--- src/rtl/llc_pkg.sv ---
// llc_pkg
// Shared definitions for the LLC trace-driven model. It provides:
//   llc_cmd_e         - 4-bit command encoding issued to the LLC controller
//   OFFSET_W, INDEX_W,
//   TAG_W             - default address split for a 64 B line / 16K-set LLC
//   is_legal_op()     - classifies a raw signed parser opcode as legal or not
package llc_pkg;

    typedef enum logic [3:0] {
        RD_L1D   = 4'd0,
        WR_L1D   = 4'd1,
        RD_L1I   = 4'd2,
        SNP_INV  = 4'd3,
        SNP_RD   = 4'd4,
        SNP_WR   = 4'd5,
        SNP_RWIM = 4'd6,
        CLEAR    = 4'd8,
        PRINT    = 4'd9
    } llc_cmd_e;

    localparam int OFFSET_W = 6;
    localparam int INDEX_W  = 14;
    localparam int TAG_W    = 32 - INDEX_W - OFFSET_W;

    // The parser hands over a C int, so negative values must be rejected.
    // Checking the full 32-bit value, and not only the low nibble, stops an
    // opcode such as 16 from aliasing onto 0.
    function automatic logic is_legal_op(input logic signed [31:0] op);
        return ((op >= 32'sd0) && (op <= 32'sd6)) || (op == 32'sd8) || (op == 32'sd9);
    endfunction

endpackage

--- src/rtl/trace_cmd_fifo.sv ---
// trace_cmd_fifo
// Synchronous FIFO with in-order storage.
//   clk, rst  - rising-edge clock, asynchronous active-high reset (pointers/count)
//   push      - write wdata at the tail (ignored when full)
//   pop       - drop the head entry (ignored when empty)
//   wdata     - entry to write
//   rdata     - current head entry (valid while !empty)
//   full      - count == DEPTH
//   empty     - count == 0
//   count     - number of entries held
// DEPTH must be a power of two so that the pointers wrap naturally.
module trace_cmd_fifo #(
    parameter int DEPTH  = 8,
    parameter int DATA_W = 36
) (
    input  logic                     clk,
    input  logic                     rst,
    input  logic                     push,
    input  logic                     pop,
    input  logic [DATA_W-1:0]        wdata,
    output logic [DATA_W-1:0]        rdata,
    output logic                     full,
    output logic                     empty,
    output logic [$clog2(DEPTH):0]   count
);

    localparam int PTR_W = $clog2(DEPTH);

    logic [DATA_W-1:0] mem [DEPTH];
    logic [PTR_W-1:0]  wr_ptr;
    logic [PTR_W-1:0]  rd_ptr;
    logic              do_push;
    logic              do_pop;

    assign do_push = push && !full;
    assign do_pop  = pop && !empty;

    always_ff @(posedge clk or posedge rst) begin
        if (rst) begin
            wr_ptr <= '0;
            rd_ptr <= '0;
            count  <= '0;
        end else begin
            if (do_push) wr_ptr <= wr_ptr + 1'b1;
            if (do_pop)  rd_ptr <= rd_ptr + 1'b1;
            case ({do_push, do_pop})
                2'b10:   count <= count + 1'b1;
                2'b01:   count <= count - 1'b1;
                default: count <= count;
            endcase
        end
    end

    // Storage carries no reset; the head is only observed while count != 0.
    always_ff @(posedge clk) begin
        if (do_push) mem[wr_ptr] <= wdata;
    end

    assign rdata = mem[rd_ptr];
    assign full  = (count == (PTR_W + 1)'(DEPTH));
    assign empty = (count == '0);

endmodule

--- src/rtl/trace_cmd_dispatch.sv ---
// trace_cmd_dispatch
// Validates parsed trace records, queues legal ones in order and issues them
// to the LLC controller split into tag / index / byte offset. Clear (8) and
// print (9) are ordering barriers: after one is accepted no further record is
// taken until that barrier has been popped.
// Ports:
//   clk, rst                    - rising-edge clock, asynchronous active-high reset
//   in_valid/in_ready           - parser handshake
//   in_operation, in_address    - raw signed opcode and address
//   out_valid/out_ready         - controller handshake
//   out_cmd/out_tag/out_index/
//   out_offset                  - head entry, zero while the queue is empty
//   illegal_op                  - one-cycle pulse after an illegal record is dropped
//   occupancy                   - entries held
//   stat_total, stat_illegal    - saturating accept counters
// Build option: define TRACE_CMD_STATS_EN to include the counters; otherwise
// stat_total and stat_illegal are tied to zero.
module trace_cmd_dispatch #(
    parameter int DEPTH    = 8,
    parameter int ADDR_W   = 32,
    parameter int OFFSET_W = llc_pkg::OFFSET_W,
    parameter int INDEX_W  = llc_pkg::INDEX_W,
    parameter int TAG_W    = ADDR_W - INDEX_W - OFFSET_W
) (
    input  logic                     clk,
    input  logic                     rst,
    input  logic                     in_valid,
    output logic                     in_ready,
    input  logic [31:0]              in_operation,
    input  logic [ADDR_W-1:0]        in_address,
    output logic                     out_valid,
    input  logic                     out_ready,
    output logic [3:0]               out_cmd,
    output logic [TAG_W-1:0]         out_tag,
    output logic [INDEX_W-1:0]       out_index,
    output logic [OFFSET_W-1:0]      out_offset,
    output logic                     illegal_op,
    output logic [$clog2(DEPTH):0]   occupancy,
    output logic [31:0]              stat_total,
    output logic [31:0]              stat_illegal
);

    import llc_pkg::*;

    typedef enum logic {
        RUN     = 1'b0,
        BARRIER = 1'b1
    } state_e;

    localparam int ENTRY_W = 4 + ADDR_W;

    state_e                 state;
    logic signed [31:0]     op_s;
    llc_cmd_e               cmd_in;
    logic                   accept;
    logic                   legal;
    logic                   push;
    logic                   pop;
    logic                   full;
    logic                   empty;
    logic [ENTRY_W-1:0]     head;
    logic [ADDR_W-1:0]      head_addr;

    assign op_s   = in_operation;
    assign cmd_in = llc_cmd_e'(in_operation[3:0]);
    assign legal  = is_legal_op(op_s);

    // in_ready depends only on registered state, never on a same-cycle pop.
    assign in_ready  = !full && (state == RUN);
    assign accept    = in_valid && in_ready;
    assign push      = accept && legal;
    assign out_valid = !empty;
    assign pop       = out_valid && out_ready;

    trace_cmd_fifo #(
        .DEPTH  (DEPTH),
        .DATA_W (ENTRY_W)
    ) u_fifo (
        .clk   (clk),
        .rst   (rst),
        .push  (push),
        .pop   (pop),
        .wdata ({in_operation[3:0], in_address}),
        .rdata (head),
        .full  (full),
        .empty (empty),
        .count (occupancy)
    );

    // Read side: split the head address, masked to zero while nothing is queued.
    assign head_addr  = out_valid ? head[ADDR_W-1:0] : '0;
    assign out_cmd    = out_valid ? head[ENTRY_W-1 -: 4] : 4'd0;
    assign out_tag    = head_addr[ADDR_W-1 -: TAG_W];
    assign out_index  = head_addr[OFFSET_W +: INDEX_W];
    assign out_offset = head_addr[OFFSET_W-1:0];

    // Barrier FSM. Because nothing is accepted behind a barrier, the barrier
    // is the only entry left when occupancy is 1, so popping at that point
    // releases the input.
    always_ff @(posedge clk or posedge rst) begin
        if (rst) begin
            state      <= RUN;
            illegal_op <= 1'b0;
        end else begin
            illegal_op <= accept && !legal;
            case (state)
                RUN: begin
                    if (push && (cmd_in == CLEAR || cmd_in == PRINT))
                        state <= BARRIER;
                end
                BARRIER: begin
                    if (pop && (occupancy == 1))
                        state <= RUN;
                end
                default: state <= RUN;
            endcase
        end
    end

`ifdef TRACE_CMD_STATS_EN
    function automatic logic [31:0] sat_inc(input logic [31:0] v);
        return (v == 32'hFFFF_FFFF) ? v : v + 32'd1;
    endfunction

    always_ff @(posedge clk or posedge rst) begin
        if (rst) begin
            stat_total   <= '0;
            stat_illegal <= '0;
        end else begin
            if (push)              stat_total   <= sat_inc(stat_total);
            if (accept && !legal)  stat_illegal <= sat_inc(stat_illegal);
        end
    end
`else
    assign stat_total   = 32'd0;
    assign stat_illegal = 32'd0;
`endif

endmodule

--- config.mk ---
export PLATFORM = sky130hd
export DESIGN_NAME = trace_cmd_dispatch
export DESIGN_NICKNAME = d
export VERILOG_FILES = /design/src/rtl/llc_pkg.sv /design/src/rtl/trace_cmd_fifo.sv /design/src/rtl/trace_cmd_dispatch.sv
export SDC_FILE = /design/constraint.sdc
export NUM_CORES = 1
export LEC_CHECK = 0
export ABC_AREA = 1
export BUFFER_PORTS_ARGS = -buffer_cell sky130_fd_sc_hd__buf_2
export CELL_PAD_IN_SITES_DETAIL_PLACEMENT = 2
export CELL_PAD_IN_SITES_GLOBAL_PLACEMENT = 2
export CORE_AREA = 10 10 201 203
export CTS_CLUSTER_DIAMETER = 60
export DETAILED_ROUTE_END_ITERATION = 6
export DIE_AREA = 0 0 211 213
export PLACE_DENSITY = 0.85
export SYNTH_ARGS = -nofsm -noshare
export SYNTH_HDL_FRONTEND = slang
export SYNTH_SLANG_ARGS = --single-unit
--- constraint.sdc ---
create_clock -name clk -period 3.2 [get_ports clk]
set_clock_uncertainty 0.2 [all_clocks]
set_input_delay 0.48 -clock clk [delete_from_list [all_inputs] [get_ports clk]]
set_output_delay 0.48 -clock clk [all_outputs]
set_load 0.02 [all_outputs]
# After elaboration in Yosys (flattened, before gate mapping)
# Memory sizes are Yosys's and may differ from the RTL's.
# Cells that the tools add are included.
# W data, S select, Z words.
dict set report word_totals {
  wordCells 47
  latch_bits 0
  regBits 12
  romBits 0
  n_memories 1
  ram_bits 288
  in_bits 68
  output_inout_bits 107
}
dict set report op_classes {
  shifts 0
  n_mux 8
  n_eq_ne 8
  bitwise_logic 1
  n_reduce_logical 18
  add_sub_neg 4
  n_lt_le_gt_ge 2
  n_div 0
  n_mul 0
}
# name depth width rd rd_ports_with_merged_regs write_ports line
set mem_list {}
lappend mem_list {u_fifo.mem 8 36 1 0 1 trace_cmd_fifo.sv:29} ;# logic [DATA_W-1:0] mem [DEPTH];
# cell n
set ops {}
lappend ops {{$eq A32 B5 Y1 const B} 2}
lappend ops {{$ge A32 B1 Y1 const B} 1}
lappend ops {{$le A32 B4 Y1 const B} 1}
lappend ops {{$mux W32} 1}
lappend ops {{$eq A4 B4 Y1 const B} 3}
lappend ops {{$logic_and A1 B1 Y1} 10}
lappend ops {{$pmux W4 S2} 1}
lappend ops {{$add A3 B1 Y3 const B} 2}
lappend ops {{$add A4 B1 Y4 const B} 1}
lappend ops {{$eq A4 B1 Y1 const B} 1}
lappend ops {{$logic_not A4 Y1} 1}
lappend ops {{$mux W1} 4}
lappend ops {{$mux W4} 1}
lappend ops {{$sub A4 B1 Y4 const B} 1}
lappend ops {{$logic_not A1 Y1} 3}
lappend ops {{$logic_or A1 B1 Y1} 3}
lappend ops {{$eq A2 B1 Y1 const B} 1}
lappend ops {{$eq A2 B2 Y1 const B} 1}
lappend ops {{$pmux W1 S2} 1}
lappend ops {{$reduce_bool A2 Y1} 1}
lappend ops {{$not A1 Y1} 1}

# Depth between registers and ports, before layout
# Gate-level depths: netlist of the first run.
dict set report depth {
  ltp_word 8
  ltp_mapped 12
  ltp_nobuf 12
}

# By module
# A second synthesis of the first run with hierarchy kept.
dict set report unflattened {
  hier_cells 1518
  area_unflattened_um2 14004.7
}
# module seq_area_each_um2 cells_per_inst n_inst area_each_um2
set modules_own_cells {}
lappend modules_own_cells {trace_cmd_fifo 8898.5 1325 1 12979.9}
lappend modules_own_cells {trace_cmd_dispatch 50.0 193 1 1024.7}

# Worst setup path after synthesis of the first run
# Ideal clock, no wire load.
dict set report synth_path {
  path_type {register to register}
  from {register u_fifo.count[0]}
  to {memory u_fifo.mem[1][0] (enable)}
  required_time_ps 2571
  period_less_slack_ps 3543
  t_arrival_ps 2914
  path_slack_ps -343
  stages_incl_launch_ff 8
  cell_sequence {dfrtp_1 inv_1 ha_1 nand2_1 o21ai_1 nor2_2 nand4_1 nor2_1}
}
dict set report synth_via {
  elab_chain_cells 8
}
# element line
set synth_rtl {}
lappend synth_rtl {{start: declaration} trace_cmd_fifo.sv:24} ;# output logic [$clog2(DEPTH):0] count
lappend synth_rtl {{start signal: assignment} trace_cmd_fifo.sv:47} ;# 2'b10: count <= count + 1'b1;
lappend synth_rtl {{start signal: assignment} trace_cmd_fifo.sv:48} ;# 2'b01: count <= count - 1'b1;
lappend synth_rtl {{start signal: assignment} trace_cmd_fifo.sv:49} ;# default: count <= count;
lappend synth_rtl {{$eq A4 B4 Y1 (*)} trace_cmd_fifo.sv:60} ;# assign full = (count == (PTR_W + 1)'(DEPTH));
lappend synth_rtl {{$logic_not A1 Y1 (*)} {trace_cmd_fifo.sv:35, trace_cmd_dispatch.sv:69}}
lappend synth_rtl {{$logic_and A1 B1 Y1} trace_cmd_dispatch.sv:69} ;# assign in_ready = !full && (state == RUN);
lappend synth_rtl {{$logic_and A1 B1 Y1} trace_cmd_dispatch.sv:70} ;# assign accept = in_valid && in_ready;
lappend synth_rtl {{$logic_and A1 B1 Y1} trace_cmd_dispatch.sv:71} ;# assign push = accept && legal;
lappend synth_rtl {{$logic_and A1 B1 Y1 (*)} trace_cmd_fifo.sv:35} ;# assign do_push = push && !full;
lappend synth_rtl {{$mux W1 (*)} trace_cmd_fifo.sv:56} ;# if (do_push) mem[wr_ptr] <= wdata;
lappend synth_rtl {{$mux W1 (implied by the code) (*)} trace_cmd_fifo.sv:56}
lappend synth_rtl {{end: declaration} trace_cmd_fifo.sv:29}
# Every way passes the cells marked *; elsewhere a longest branch is shown, timed or not.

# Final worst setup path of the first run
dict set report layout_path {
  from {register u_fifo.rd_ptr[0]}
  to {output port out_tag[11]}
}
dict set report layout_via {
  elab_chain_cells 2
}
# element line
set layout_rtl {}
lappend layout_rtl {{start: declaration} trace_cmd_fifo.sv:31} ;# logic [PTR_W-1:0] rd_ptr;
lappend layout_rtl {{start signal: assignment} trace_cmd_fifo.sv:45} ;# if (do_pop) rd_ptr <= rd_ptr + 1'b1;
lappend layout_rtl {{$mem_v2 Z8 W36} --}
lappend layout_rtl {{$mux W32} trace_cmd_dispatch.sv:91} ;# assign head_addr = out_valid ? head[ADDR_W-1:0] : '0;
lappend layout_rtl {{end: declaration} trace_cmd_dispatch.sv:34} ;# output logic [TAG_W-1:0] out_tag,
# No other way between the ends.

==> metrics, run 1 <==
initial antenna violation count 4; area of the multi-input gates 3077 um2; largest net degree at the start of global routing 70; Syn Area/Cell 12.17 um2; Mapped Area 12630 um2; clk_lat worst skew 0.51 ns; DRT Pass-1 Iters 4; critical path's most frequent cell nor2_1; fin cells 1653; RePlAce Congestion 0.7309; Via Count 8413; num rows 70; worst path arrival time 2.43 ns; status finished clean; area added between synthesis and finish 16.61%; CP cell instances clkinv_8 > buf_12 > o21ai_0 > o22ai_1 > nor2_1 > nor2_1 > buf_2; crit start category register; RSZ-0062 raised after global routing yes; synth cell count leaders edfxtp_1, nor2_1, o21ai_0; CP startpoint u_fifo.rd_ptr[0]; f_max 322.0 MHz; fin nets 1235; Post-synth EDFFs 288; ratio of cells with drive above 1 in the final layout 17.65%; Seq/Total Area, Yosys 70.85%; DRT antenna net count 0; placed cell count 1589; final worst-path cycle share 97.05%; WS Path Type register to output port; placed wire-length estimate 25370 um; clock slew at reported path FFs 0.06 ns; Design Area, Final 14730 um2; Critical Path RT 2.52 ns; Max VDD drop 0.3848 mV; CTS buffer count 36; placed cell areas 13610 um2; Initial Utilization 34.83%; RR Startpoint u_fifo.count[0]; Yosys top cell by area edfxtp_1; overall die height 213 um; CP max stage cell dfrtp_4; WL final 39640 um; Final Util 40.62%; leakage power 5.204 nW; initial DRC count 416; die area 44940 um2; io pins 175; drt drc 0; Reg2Reg Depth 8; setup slack, reg-to-reg 0.44 ns; worst-margin pin slew 0.7508 ns; CP Capture Point out_tag[11]; port buffer count 110; Core Footprint 36260 um2; overall routing resource usage 17.30%; final setup fails 0; CTS tree yes; Async S/R FF share, synth 4.000%; post-synth cell types 30; final hold viol count 0; CTS Sinks 300; Root Driver clkbuf_16; WL per Instance 23.98 um; area share of the largest cell type after synthesis 68.47%; dominant synthesized flop cell edfxtp_1; maximum clock path buffer count 3; drt via density 5.090; register bit count reported by yosys 300; Setup TNS Final 0 ns; Synth Warn # 0; fillers 3723; min cycle time layout 3.105 ns; Hold Worst Slack 0.02706 ns; register area 8957 um2; crit end category output port; crit path max fanout 39; number of global-route vias before repair 9611; most frequent cell after synthesis edfxtp_1; Hold WC Path Type input pin to register; first-pass GRT wire length 59460 um; cells after synthesis 1038; R2R Path End u_fifo.mem[2][0]; Power Density 561.9 nW/um2; Horiz. Die Dim 211 um; grt ovf 0; Slowest Stage Delay on Critical Path 0.59 ns; Min-Delay Startpoint in_address[4]; Worst slew margin 49.95%; cell depth of the worst min-delay path 1; largest cells by area after synthesis edfxtp_1, nor2_1, o21ai_0, buf_4, dfrtp_1; Max H-tree Level 2; Max Slew Vio Count 0; max cap viols 0
-- state kept, by name (all words and copies together) (netlist names) --
| register | count |
|---|---|
| u_fifo.count | 4 |
| u_fifo.mem | 288 |
| illegal_op | 1 |
| u_fifo.rd_ptr | 3 |
| u_fifo.wr_ptr | 3 |
| state | 1 |
-- stage by stage --
stage	worst slack (ns)	total power, mW
global route	-0.01094	8.513
floorplan	-0.3431	4.524
CTS	0.008496	8.340
finish	0.09452	8.277
detailed placement	0.3845	4.560
global placement	0.5895	4.547
-- logic make-up after synthesis --
| family | count (synthesis) | share of synthesized area, % |
|---|---|---|
| AOI/OAI and AO/OA | 225 | 10.00 |
| xor gates and xnor gates | 7 | 0.4854 |
| adders and majority gates | 6 | 0.5943 |
| buffers and inverters | 142 | 7.182 |
| DFF | 300 | 70.85 |
| other | 1 | 0.02969 |
| and+or+nand+nor | 357 | 10.86 |
-- placed cells by master (no fill, tap or decap), drive strengths merged, types with 2 or more instances in the layout --
master,count
buf,143
clkbuf,44
clkinv,14
clkinvlp,2
conb,64
dfrtp,12
edfxtp,288
ha,6
inv,20
nand2,64
nand3,3
nand4,5
nor2,283
o211ai,36
o21ai,151
o22ai,36
xnor2,3
xor2,4
-- worst min path at each step --
stage	end	slack, ns
after CTS	u_fifo.mem[2][30]	0.008
after detailed placement	u_fifo.count[1]	0.34
after global placement	state	0.30
final	u_fifo.mem[2][4]	0.03
after floorplan	illegal_op	0.14
after global routing	u_fifo.mem[7][19]	0.03
-- final cells by class --
type,count,area share [%]
timing repair buffer,144,6.414
clock buffer,44,6.388
tap,468,3.976
clock inverter,17,0.8750
sequential,300,60.81
antenna,1,0.01699
multi-input combinational,659,20.89
inverter,20,0.6286
-- worst max-delay path: cells and delay by family, from the launching register on --
kind / cells / cell delay [ns]
AO/OA/AOI/OAI: 2 / 0.34
buffers and inverters: 3 / 0.65
flip-flops: 1 / 0.59
AND/OR/NAND/NOR: 2 / 0.31
-- power breakdown --
| group | leakage [nW] | total, mW | internal (mW) | switching [mW] |
|---|---|---|---|---|
| sequential | 2.74 | 4.30 | 4.30 | 0.000194 |
| clock | 0.516 | 3.79 | 2.17 | 1.62 |
| combinational | 1.95 | 0.184 | 0.0351 | 0.149 |
| total | 5.20 | 8.28 | 6.51 | 1.77 |
-- timing repair --
item                                   in CTS  in global routing
buffers inserted                            0                  1
setup endpoints to repair                  10                 11
hold buffers                                1                  0
gates resized for setup                     4                  2
endpoints found under the hold margin      12                  0
-- routing by layer --
layer  routed length, um  track usage (%)  share of wire (%)
met1               15750            19.42                 40
met2               21060            32.11                 53
met4                 887            5.070                2.2
met5                  26                0              0.066
met3                1920            3.768                4.8
Power figures use the tool's default switching activity.
==> run 2: changes to the inputs <==
--- a/constraint.sdc
+++ b/constraint.sdc
@@ -4,2 +4,2 @@
 set_output_delay 0.48 -clock clk [all_outputs]
-set_load 0.02 [all_outputs]
+set_load 0.1 [all_outputs]
==> metrics, run 2 (synthesis results as in run 1) <==
Via Count 8486 (+0.87%); die area 44940 um2 (unchanged); Switching Power 1.965 mW (+11%); overall die height 213 um (unchanged); wl on met1 15730 um (-0.15%); f_max 321.3 MHz (-0.21%); RSZ-0062 raised after global routing no; clk_lat worst skew 0.51 ns (about the same); leakage power 5.244 nW (+0.77%); WL per Instance 23.75 um (-0.97%); largest register by flop count u_fifo.mem; commonest non-fill, non-tap cell in the layout edfxtp_1; clock slew at reported path FFs 0.06 ns (about the same); crit path max fanout 50 (+28%); Power Density 568.2 nW/um2 (+1.1%); Hold WC Path Type input pin to register; final worst-path cycle share 97.25% (+0.21 points); min cycle time layout 3.112 ns (+0.006659 ns); Core Footprint 36260 um2 (unchanged); Initial Utilization 34.83% (unchanged); port buffer count 110 (unchanged); drt drc 0 (unchanged); Design Area, Final 15060 um2 (+2.3%); CTS tree yes; DR top layer met4; grt ovf 0 (unchanged); initial antenna violation count 3 (-1); WL final 39420 um (-0.55%); Routed met3 length 2129 um (+11%); number of global-route vias before repair 9651 (+0.42%); Max VDD drop 0.2961 mV (-23%); first-pass GRT wire length 59860 um (+0.67%); part of the power in registers 50.3% (-1.7 points); num rows 70 (unchanged); DRT Pass-1 Iters 5 (+1); maximum clock path buffer count 3 (unchanged); worst-margin pin slew 0.5328 ns (-0.2180 ns); area added between synthesis and finish 19.24%; largest net degree at the start of global routing 58 (-17%); Horiz. Die Dim 211 um (unchanged); Max Slew Vio Count 0 (unchanged); most frequent cells in the layout edfxtp_1, nor2_1, o21ai_0; combinational share of power 5.2% (+3.0 points); fillers 3756 (+0.89%); placed wire-length estimate 24960 um (-1.6%); wire length on met2 20820 um (-1.1%); crit end category output port; max reg flops 288 (unchanged); io pins 175 (unchanged); placed cell count 1597 (+0.50%); initial DRC count 556 (+34%); final hold viol count 0 (unchanged); worst path arrival time 2.43 ns (about the same); fin nets 1240 (+0.40%); postcts setup bufs 0 (unchanged); switching share of power 22.97% (+1.6 points); WS Path Type register to output port; Critical Path RT 2.52 ns (about the same); Root Driver clkbuf_16; overall routing resource usage 17.31% (about the same); CTS Sinks 300 (unchanged); RePlAce Congestion 0.7406 (+1.3%); placed cell areas 13850 um2 (+1.7%); crit start category register; ratio of cells with drive above 1 in the final layout 21.43% (+3.8 points); Clock Power Share 44.5% (-1.3 points); setup slack, reg-to-reg 0.49 ns (+0.05 ns); drt via density 5.112 (+0.44%); Max H-tree Level 2 (unchanged); final setup fails 0 (unchanged); biggest regs u_fifo.mem x288, u_fifo.count x4; status finished clean; CTS buffer count 34 (-5.6%); Worst slew margin 64.44% (+14 points); Power Internal 6.592 mW (+1.2%); DRT antenna net count 0 (unchanged); max cap viols 0 (unchanged); fin cells 1660 (+0.42%)
[run 2: cell count changes in the layout (fill, tap and decap cells not counted), moves of 3 or more]
cell / change
clkinv_2: +5
nor2_1: -35
nor2_4: +9
dfrtp_1: -3
dfrtp_2: +3
nor2_2: +26
buf_4: +23
clkbuf_4: +13
buf_12: +3
buf_2: -35
buf_6: +3
[run 2: repair_timing]
item / CTS / global route
endpoints found under the hold margin: 12 / 0
setup endpoints to repair: 21 / 22
resized for setup: 17 / 32
hold buffers: 1 / 0
[run 2: power groups by stage]
stage	Clock (mW)	Sequential (mW)	Combinational, mW
2_1_floorplan	0	4.39	0.398
3_3_place_gp	0	4.38	0.429
3_5_place_dp	0	4.38	0.440
4_1_cts	3.89	4.30	0.443
5_1_grt	4.02	4.30	0.468
6_report	3.81	4.30	0.449
[run 2: worst paths after layout]
kind | end | startpoint | depth (start not counted)
setup / recovery | out_tag[3] | u_fifo.rd_ptr[0] | 7
hold / removal | u_fifo.mem[0][22] | in_address[22] | 1
setup reg to reg | u_fifo.mem[4][19] | u_fifo.count[0] | 8
hold reg to reg | u_fifo.count[0] | u_fifo.count[0] | 1
max in group asynchronous | u_fifo.rd_ptr[0] | rst | 3
min in group asynchronous | u_fifo.count[3] | rst | 3
[run 2: metal layers]
layer	up-vias	track usage, %
li1	3816	-
met1	4386	19.94
met3	49	3.739
met4	0	4.720
met5	-	0
met2	235	31.67
[run 2: layout make-up]
| cell class | instances | area (um2) | share of cell area [%] |
|---|---|---|---|
| antenna | 2 | 5.005 | 0.03323 |
| multi-input combinational | 659 | 3216 | 21.35 |
| sequential | 300 | 8961 | 59.50 |
| clock buffer | 43 | 948.4 | 6.297 |
| clock inverter | 17 | 130.1 | 0.8640 |
| tap | 468 | 585.6 | 3.888 |
| timing repair buffer | 151 | 1134 | 7.527 |
| inverter | 20 | 81.33 | 0.5400 |
[run 2: critical path, cell delays in order (launching register included)]
cell and delay, ns:
dfrtp_4 0.54, inv_6 0.20, buf_12 0.27, o21ai_0 0.16, o22ai_1 0.21, nor2_1 0.09
nor2_2 0.12, buf_4 0.29
[run 2: through the flow]
step	power [mW]	setup slack, ns	util [%]	hold slack [ns]	TNS (ns)
after detailed placement	4.823	0.4089	38.20	0.3304	0
final	8.557	0.08786	41.54	0.04206	0
after global placement	4.812	0.4925	38.20	0.2998	0
after CTS	8.636	0.0004610	41.33	0.02338	0
after global routing	8.790	0.004699	41.53	0.03952	0
after floorplan	4.788	-0.07816	-	0.1445	-11.26
==> run 3: changes to the inputs <==
Settings changed: CORE_AREA 10 10 201 203 to 10 10 185 187, DIE_AREA 0 0 211 213 to 0 0 195 197, PLACE_DENSITY 0.85 to 0.93.
Clock period 3.2 ns to 3.9 ns, I/O delays scaled along.
==> metrics, run 3 (synthesis results as in run 1) <==
status finished clean; final worst-path cycle share 93.44%; ratio of cells with drive above 1 in the final layout 18.99% (-2.4 points); switching share of power 23.24% (+0.27 points); RSZ-0062 raised after global routing no; postcts setup bufs 0 (unchanged); Horiz. Die Dim 195 um (-7.6%); Hold WC Path Type input pin to register; Power Density 481.7 nW/um2 (-15%); fin nets 1223 (-1.4%); Clock Power Share 44.5% (about the same); port buffer count 110 (unchanged); RePlAce Congestion 0.7540 (+1.8%); DRT Pass-1 Iters 5 (unchanged); Root Driver clkbuf_16; register area 8957 um2 (about the same); Max H-tree Level 2 (unchanged); overall die height 197 um (-7.5%); Antenna Cells 0 (-2); Critical Path RT 3.12 ns (+0.60 ns); grt ovf 0 (unchanged); max cap viols 0 (unchanged); crit end category output port; Initial Utilization 41.51% (+6.7 points); Via Count 8468 (-0.21%); clock slew at reported path FFs 0.06 ns (about the same); most frequent cells in the layout edfxtp_1, nor2_1, o21ai_0; worst path arrival time 2.86 ns (+0.43 ns); Max VDD drop 0.2782 mV (-6.1%); Setup TNS Final 0 ns (unchanged); initial antenna violation count 2 (-1); largest register by flop count u_fifo.mem; leakage power 5.136 nW (-2.1%); Power Internal 5.392 mW (-18%); first-pass GRT wire length 60170 um (+0.51%); Worst slew margin 51.97% (-12 points); WL final 39920 um (+1.3%); WS Path Type register to output port; Max Slew Vio Count 0 (unchanged); die area 38420 um2 (-15%); num rows 64 (-8.6%); drt drc 0 (unchanged); crit path max fanout 58 (+16%); clk_lat worst skew 0.51 ns (about the same); worst-margin pin slew 0.7188 ns (+0.1860 ns); CTS Hold Bufs 1 (unchanged); placed wire-length estimate 25510 um (+2.2%); number of global-route vias before repair 9580 (-0.74%); final setup fails 0 (unchanged); io pins 175 (unchanged); area of the multi-input gates 3147 um2 (-2.1%); CTS buffer count 35 (+2.9%); fillers 3066 (-18%); WL per Instance 25.43 um (+7.1%); Switching Power 1.632 mW (-17%); drt via density 5.394 (+5.5%); Core Footprint 30430 um2 (-16%); max reg flops 288 (unchanged); Post-CTS Resized 0 (-17); Tot Pwr 7.024 mW (-18%); CTS tree yes; setup slack, reg-to-reg 0.69 ns (+0.20 ns); CTS Sinks 300 (unchanged); DRT antenna net count 0 (unchanged); part of the power in registers 50.2% (about the same); biggest regs u_fifo.mem x288, u_fifo.count x4; min cycle time layout 3.644 ns; f_max 274.4 MHz; maximum clock path buffer count 3 (unchanged); largest net degree at the start of global routing 146 (+150%); fin cells 1570 (-5.4%); combinational share of power 5.2% (about the same); area added between synthesis and finish 15.45%; placed cell count 1507 (-5.6%); crit start category register; initial DRC count 535 (-3.8%); final hold viol count 0 (unchanged); overall routing resource usage 20.15% (+2.8 points); commonest non-fill, non-tap cell in the layout edfxtp_1
==> run 3: power groups by stage <==
stage | clock network [mW] | logic [mW] | registers [mW]
finish | 3.13 | 0.368 | 3.53
floorplan | 0 | 0.327 | 3.60
detailed placement | 0 | 0.362 | 3.60
global route | 3.29 | 0.382 | 3.53
CTS | 3.18 | 0.364 | 3.53
global placement | 0 | 0.351 | 3.60
==> run 3: final timing paths <==
check / from / to / depth (start not counted)
worst max-delay path: u_fifo.rd_ptr[0] / out_tag[5] / 7
worst min-delay path: in_address[24] / u_fifo.mem[0][24] / 1
worst max register to register: u_fifo.count[0] / u_fifo.mem[0][9] / 8
worst min register to register: u_fifo.count[3] / u_fifo.count[3] / 2
max in group asynchronous: rst / u_fifo.rd_ptr[0] / 3
min in group asynchronous: rst / u_fifo.wr_ptr[2] / 3
==> run 3: metrics by stage <==
stage / setup WS, ns / hold WS [ns] / area, um2 / utilization (%)
6_report: 0.2557 / 0.1419 / 14580 / 47.92
5_1_grt: 0.1215 / 0.1512 / 14580 / 47.92
4_1_cts: 0.2249 / 0.1285 / 14580 / 47.92
3_5_place_dp: 0.5982 / 0.3553 / 13500 / 44.35
3_3_place_gp: 0.7958 / 0.2961 / 13500 / 44.35
2_1_floorplan: -0.2184 / 0.2497 / 12940 / -
==> run 3: routing by layer <==
metal  part of all wire (%)  up-vias  track usage, %
met3                    4.7       52           3.649
met1                     40     4397           23.71
met4                    1.8        2           4.836
met2                     54      242           37.20
met5                  0.023        -               0
li1                       -     3775               -
==> run 3: layout make-up <==
class                           instances  share of cell area [%]
Sequential cell                       300                   61.42
Multi-Input combinational cell        659                   21.58
Clock buffer                           48                   6.487
Timing Repair Buffer                  133                   5.663
Tap cell                              396                   3.398
Clock inverter                         14                  0.8923
Inverter                               20                  0.5577
==> run 3: worst max-delay path, cell delays in order (launching register included) <==
cell	delay, ns
dfrtp_4	0.51
inv_6	0.36
buf_4	0.35
o21ai_0	0.16
o22ai_1	0.22
nor2_1	0.11
nor2_2	0.16
buf_2	0.44
